--- src/rtl/adc_scan_ctrl.sv ---
// Serial ADC scan controller (MCP300x-style SPI, mode 0,0): NUM_CH channels, once or continuously; optional led hysteresis under ADC_HYST_EN.
// Latency: one frame of SCLK_DIV + (3+CH_W+DATA_W)*2*SCLK_DIV + 2*SCLK_DIV clk per channel; data_valid one clk after the last data sample.
// Backpressure: none; results are overwritten by the next frame, and start is ignored while busy.
module adc_scan_ctrl #(
    parameter int DATA_W   = 8,
    parameter int NUM_CH   = 4,
    parameter int CH_W     = 2,
    parameter int SCLK_DIV = 4,
    parameter int HYST     = 2
) (
    input  logic              clk,
    input  logic              rstc_n,
    input  logic              start,
    input  logic              cont,
    input  logic [DATA_W-1:0] thresh,
    input  logic              doutb,
    output logic              cs_n,
    output logic              sclk,
    output logic              din,
    output logic [DATA_W-1:0] data_out,
    output logic [CH_W-1:0]   data_ch,
    output logic              data_valid,
    output logic              busy,
    output logic [NUM_CH-1:0] led
);

    localparam int CMD_W = 2 + CH_W;
    localparam int DIV_W = $clog2(2 * SCLK_DIV);
    localparam int BIT_W = $clog2((CMD_W > DATA_W) ? CMD_W : DATA_W);

    if (SCLK_DIV < 2 || NUM_CH < 1 || NUM_CH > 8 || DATA_W < 2 || HYST < 0 ||
        CH_W < $clog2(NUM_CH)) begin : g_bad_param
        $error("adc_scan_ctrl: illegal parameter combination");
    end

    typedef enum logic [2:0] {
        IDLE,
        SETUP,
        CMD,
        NUL,
        DATA,
        HOLD
    } state_t;

    state_t            state;
    logic [DIV_W-1:0]  div_cnt;
    logic [BIT_W-1:0]  bit_cnt;
    logic [CH_W-1:0]   chan;
    logic [CMD_W-1:0]  cmd_sr;
    logic [DATA_W-1:0] shreg;

    logic              half_end;
    logic              hold_end;
    logic              last_ch;
    logic [CH_W-1:0]   next_chan;
    logic [DATA_W-1:0] result_nxt;
    logic [NUM_CH-1:0] led_nxt;

    assign half_end   = (div_cnt == DIV_W'(SCLK_DIV - 1));
    assign hold_end   = (div_cnt == DIV_W'(2 * SCLK_DIV - 1));
    assign last_ch    = (chan == CH_W'(NUM_CH - 1));
    assign next_chan  = last_ch ? '0 : chan + CH_W'(1);
    assign result_nxt = {shreg[DATA_W-2:0], doutb};

`ifdef ADC_HYST_EN
    logic [DATA_W:0]   th_sum;
    logic [DATA_W-1:0] th_hi;
    logic [DATA_W-1:0] th_lo;

    assign th_sum = {1'b0, thresh} + (DATA_W + 1)'(HYST);
    assign th_hi  = th_sum[DATA_W] ? '1 : th_sum[DATA_W-1:0];
    assign th_lo  = (thresh >= DATA_W'(HYST)) ? thresh - DATA_W'(HYST) : '0;

    always_comb begin
        led_nxt = led;
        for (int i = 0; i < NUM_CH; i++) begin
            if (chan == CH_W'(i)) begin
                if (result_nxt > th_hi)
                    led_nxt[i] = 1'b1;
                else if (result_nxt < th_lo)
                    led_nxt[i] = 1'b0;
            end
        end
    end
`else
    always_comb begin
        led_nxt = led;
        for (int i = 0; i < NUM_CH; i++) begin
            if (chan == CH_W'(i))
                led_nxt[i] = (result_nxt > thresh);
        end
    end
`endif

    always_ff @(posedge clk or negedge rstc_n) begin
        if (!rstc_n) begin
            state      <= IDLE;
            div_cnt    <= '0;
            bit_cnt    <= '0;
            chan       <= '0;
            cmd_sr     <= '0;
            shreg      <= '0;
            cs_n       <= 1'b1;
            sclk       <= 1'b0;
            din        <= 1'b0;
            data_out   <= '0;
            data_ch    <= '0;
            data_valid <= 1'b0;
            busy       <= 1'b0;
            led        <= '0;
        end else begin
            data_valid <= 1'b0;
            case (state)
                IDLE: begin
                    if (start) begin
                        state   <= SETUP;
                        busy    <= 1'b1;
                        cs_n    <= 1'b0;
                        din     <= 1'b1;
                        chan    <= '0;
                        cmd_sr  <= {1'b1, {CH_W{1'b0}}, 1'b0};
                        div_cnt <= '0;
                    end
                end
                SETUP: begin
                    if (half_end) begin
                        state   <= CMD;
                        sclk    <= 1'b1;
                        div_cnt <= '0;
                        bit_cnt <= '0;
                    end else begin
                        div_cnt <= div_cnt + DIV_W'(1);
                    end
                end
                CMD, NUL, DATA: begin
                    if (!half_end) begin
                        div_cnt <= div_cnt + DIV_W'(1);
                    end else begin
                        div_cnt <= '0;
                        if (sclk) begin
                            // Falling edge: next command bit, zeros once the command is out.
                            sclk   <= 1'b0;
                            din    <= cmd_sr[CMD_W-1];
                            cmd_sr <= {cmd_sr[CMD_W-2:0], 1'b0};
                        end else if (state == CMD) begin
                            sclk <= 1'b1;
                            if (bit_cnt == BIT_W'(CMD_W - 1)) begin
                                state   <= NUL;
                                bit_cnt <= '0;
                            end else begin
                                bit_cnt <= bit_cnt + BIT_W'(1);
                            end
                        end else if (state == NUL) begin
                            sclk    <= 1'b1;
                            state   <= DATA;
                            bit_cnt <= '0;
                            shreg   <= result_nxt;
                        end else if (bit_cnt == BIT_W'(DATA_W - 1)) begin
                            state <= HOLD;
                            cs_n  <= 1'b1;
                        end else begin
                            sclk    <= 1'b1;
                            bit_cnt <= bit_cnt + BIT_W'(1);
                            shreg   <= result_nxt;
                            if (bit_cnt == BIT_W'(DATA_W - 2)) begin
                                data_out   <= result_nxt;
                                data_ch    <= chan;
                                data_valid <= 1'b1;
                                led        <= led_nxt;
                            end
                        end
                    end
                end
                HOLD: begin
                    if (!hold_end) begin
                        div_cnt <= div_cnt + DIV_W'(1);
                    end else begin
                        div_cnt <= '0;
                        chan    <= next_chan;
                        if (!last_ch || cont) begin
                            state  <= SETUP;
                            cs_n   <= 1'b0;
                            din    <= 1'b1;
                            cmd_sr <= {1'b1, next_chan, 1'b0};
                        end else begin
                            state <= IDLE;
                            busy  <= 1'b0;
                        end
                    end
                end
                default: state <= IDLE;
            endcase
        end
    end

endmodule

--- config.mk ---
export PLATFORM = sky130hd
export DESIGN_NAME = adc_scan_ctrl
export DESIGN_NICKNAME = d
export VERILOG_FILES = /design/src/rtl/adc_scan_ctrl.sv
export SDC_FILE = /design/constraint.sdc
export NUM_CORES = 1
export LEC_CHECK = 0
export ABC_AREA = 1
export CORE_ASPECT_RATIO = 0.5
export CORE_MARGIN = 2
export CORE_UTILIZATION = 52
export CTS_BUF_LIST = sky130_fd_sc_hd__clkbuf_8
export CTS_CLUSTER_SIZE = 14
export DETAILED_ROUTE_END_ITERATION = 8
export PLACE_DENSITY = 0.81
export SYNTH_ARGS = -nofsm -noshare
export SYNTH_HDL_FRONTEND = slang
export SYNTH_SLANG_ARGS = --single-unit
--- constraint.sdc ---
create_clock -name clk -period 1.5 [get_ports clk]
set_input_delay 0.3 -clock clk [delete_from_list [all_inputs] [get_ports clk]]
set_output_delay 0.3 -clock clk [all_outputs]
set_load 0.02 [all_outputs]
==> flow_metrics.py <==
metrics = {
    "timing": {
        "grt_setup_unrepaired": "true",
        "fmax_mhz": 586,
        "period_share": 1.14,
        "whs_ns": 0.444,
        "setup_viol": 34,
        "skew_ns": 0.00664,
        "worst_pin_slew_ns": 0.407,
        "drv_slew": 0,
        "period_needed_ns": 1.71,
        "hold_viol": 0,
        "max_slew_margin": 0.728,
        "setup_slack_ns": -0.206,
    },
    "grt": {
        "grt.overflow.total": 0,
        "grt_first_pass_wirelength_um": 11500,
        "grt_pass1_vias": 2523,
        "antenna_found_initial": 0,
        "grt_max_degree": 27,
        "track_usage": 0.282,
    },
    "yosys": {
        "syn_area_sq_um": 2530,
        "syn_inst": 338,
        "synth_seq_cells": 40,
        "yosysSeqAreaShare": 0.396,
        "syn_avg_cell_area_sq_um": 7.50,
        "yosysWarnings": 0,
        "synthesis.nets": 374,
        "synth_cell_types": 25,
    },
    "drt": {
        "wl_met2_um": 4340,
        "routed.top_layer": "met4",
        "vias_per_cell": 5.91,
        "wl_met1_um": 3400,
        "route.detailed.drc": 0,
        "wl_per_cell_um": 18.8,
        "drt-pass1-iter-count": 7,
        "ant_nets": 0,
        "drt_iter0_drc": 243,
        "route.met3.wl_um": 896,
        "wl_um": 9300,
        "vias": 2922,
    },
    "floorplanning": {
        "dieArea_sq_um": 5480,
        "chipHeight_um": 53.4,
        "initial_core_util": 0.559,
        "pin_count": 32,
        "fp-row-count": 17,
        "core_area_sq_um": 4530,
        "fp.dieW_um": 103,
    },
    "placed_design": {
        "io_buffer_count": 31,
        "preCtsSetupSlack_ns": -0.317,
        "gp_routability_congestion": 0.890,
        "place_hpwl_um": 4750,
    },
    "clocking": {
        "clock_sinks": 40,
        "htree_levels": 2,
        "root_buffer": "clkbuf_8",
        "clk_path_buf_depth": 2,
        "cts_made_buffers": 5,
        "clk_pin_slew_ns": 0.09,
        "cts_tree": "built",
        "insertion_delay_ns": 0.31,
    },
    "cells_and_area": {
        "drive_gt1_frac": 0.381,
        "diodes": 0,
        "area_growth_pct": 55.5,
        "mostFrequentLayoutCells": "89 x nand2_1, 38 x buf_4, 35 x dfrtp_1",
        "layout_commonest_cell": "nand2_1",
        "nNetsFinal": 463,
    },
    "outcome": {
        "violations": "negative setup slack",
        "status": "finished, violations left",
    },
    "critical_path": {
        "required_ns": 1.69,
        "endpoint_kind": "register",
        "r2r_slack_ns": -0.21,
        "path_class": "reg2reg",
        "cp_common_cell": "nand2_1",
        "crit_arrival_ns": 1.89,
        "worstPathCellList": "ha_1 -> inv_1 -> nor2_1 -> nand2_1 -> nand2_1 -> nand3_1 -> nand2_1 -> o21ai_0",
        "start_kind": "register",
        "cp_slowest_stage_delay_ns": 0.38,
        "crit_fanout": 3,
        "reg2reg_depth": 8,
        "slowest_stage": "dfrtp_1",
    },
    "flow_run": {
        "cap_violations": 0,
    },
    "power": {
        "p_leak_uw": 0.00194,
        "power_uw": 7030,
        "peakVddDrop_mv": 1.52,
        "p_per_area_nw_per_um2": 1790,
    },
    "worst_hold_path": {
        "hold_path.class": "in2async",
    },
}
## logic make-up after synthesis
logic type | after synthesis | share of synthesized area
DFF | 40 | 0.396
buffers and inverters | 49 | 0.0825
adders and majority gates | 23 | 0.114
AOI/OAI and AO/OA | 31 | 0.0632
and+or+nand+nor | 195 | 0.345
## per-layer routing
layer	vias up	GRT usage
li1	1262	-
met1	1360	0.321
met2	220	0.532
met3	80	0.0528
met4	0	0.109
met5	-	0
## worst max-delay path, delay by kind of cell (launching register included)
kind / cells / cell delay (ns)
DFF: 1 / 0.38
AOI/OAI and AO/OA: 1 / 0.11
adders and majority gates: 1 / 0.21
buffers and inverters: 1 / 0.09
and+or+nand+nor: 5 / 0.78
## where the power goes
part / internal, uW / total (uW) / switching (uW)
Clock: 502 / 953 / 451
Combinational: 1840 / 4430 / 2590
Sequential: 1340 / 1650 / 312
## cell usage after synthesis
| cell type | number | area (sq um) |
|---|---|---|
| nand4_1 | 5 | 31.3 |
| a21oi_1 | 11 | 55.1 |
| or2_2 | 1 | 6.26 |
| nor3_1 | 1 | 5.00 |
| o21ai_0 | 14 | 70.1 |
| buf_4 | 2 | 15.0 |
| buf_2 | 2 | 10.0 |
| nand2_1 | 114 | 428 |
| nand2_2 | 5 | 31.3 |
| dfrtp_1 | 39 | 976 |
| ha_1 | 23 | 288 |
| dfstp_2 | 1 | 26.3 |
| nand3b_1 | 5 | 37.5 |
| nand4_4 | 1 | 21.3 |
| nor2_4 | 3 | 33.8 |
| nor2_2 | 1 | 6.26 |
| o21a_1 | 1 | 7.51 |
| buf_6 | 2 | 22.5 |
| nand3_1 | 32 | 160 |
| inv_2 | 4 | 15.0 |
| nor2_1 | 25 | 93.8 |
| o21bai_1 | 1 | 7.51 |
| inv_1 | 39 | 146 |
| o21ai_1 | 4 | 20.0 |
| nand3_2 | 2 | 20.0 |
## metrics by stage
stage | TNS, ns | utilization | instance area, sq um | std cells
after global placement | -3.07 | 0.708 | 3210 | 469
after CTS | -0.0676 | 0.775 | 3510 | 486
after floorplan | 0 | - | 2560 | 338
after detailed placement | -4.30 | 0.708 | 3210 | 469
final | -2.80 | 0.869 | 3940 | 494
after global routing | -4.34 | 0.869 | 3940 | 494
## worst paths after layout
check,endpoint,startpoint
worst max-delay path,busy$_DFFE_PN0P_,chan[1]$_DFFE_PN0P_
worst min-delay path,state[2]$_DFFE_PN0P_,rstc_n
worst max register to register,busy$_DFFE_PN0P_,chan[1]$_DFFE_PN0P_
worst min register to register,cs_n$_DFFE_PN1P_,cs_n$_DFFE_PN1P_
max in group asynchronous,shreg[0]$_DFFE_PN0P_,rstc_n
min in group clk,cs_n$_DFFE_PN1P_,cs_n$_DFFE_PN1P_
## repair_timing
action                                  4_1_cts  5_1_grt
buffers inserted                              7        9
resized for setup                            59      102
hold buffers                                  1        0
endpoints found under the hold margin        13        0
endpoints found under the setup margin       58       40
pin swaps                                    13       37
gates cloned                                  1        0
## flip-flops by register name, summed over array words and instances, names as in the netlist, 2 cells and up
name and cells:
data_ch 2, led 4, shreg 7, state 3
chan 2, cmd_sr 3, bit_cnt 3, data_out 8
div_cnt 3
## area by class of cell
cell class,instances,area [sq um]
Multi-Input combinational cell,249,1740
Sequential cell,40,1010
Timing Repair Buffer,88,810
Fill cell,221,592
Inverter,43,184
Tap cell,66,82.6
Clock buffer,5,68.8
Clock inverter,3,47.5
(Power assumes the default switching activity.)
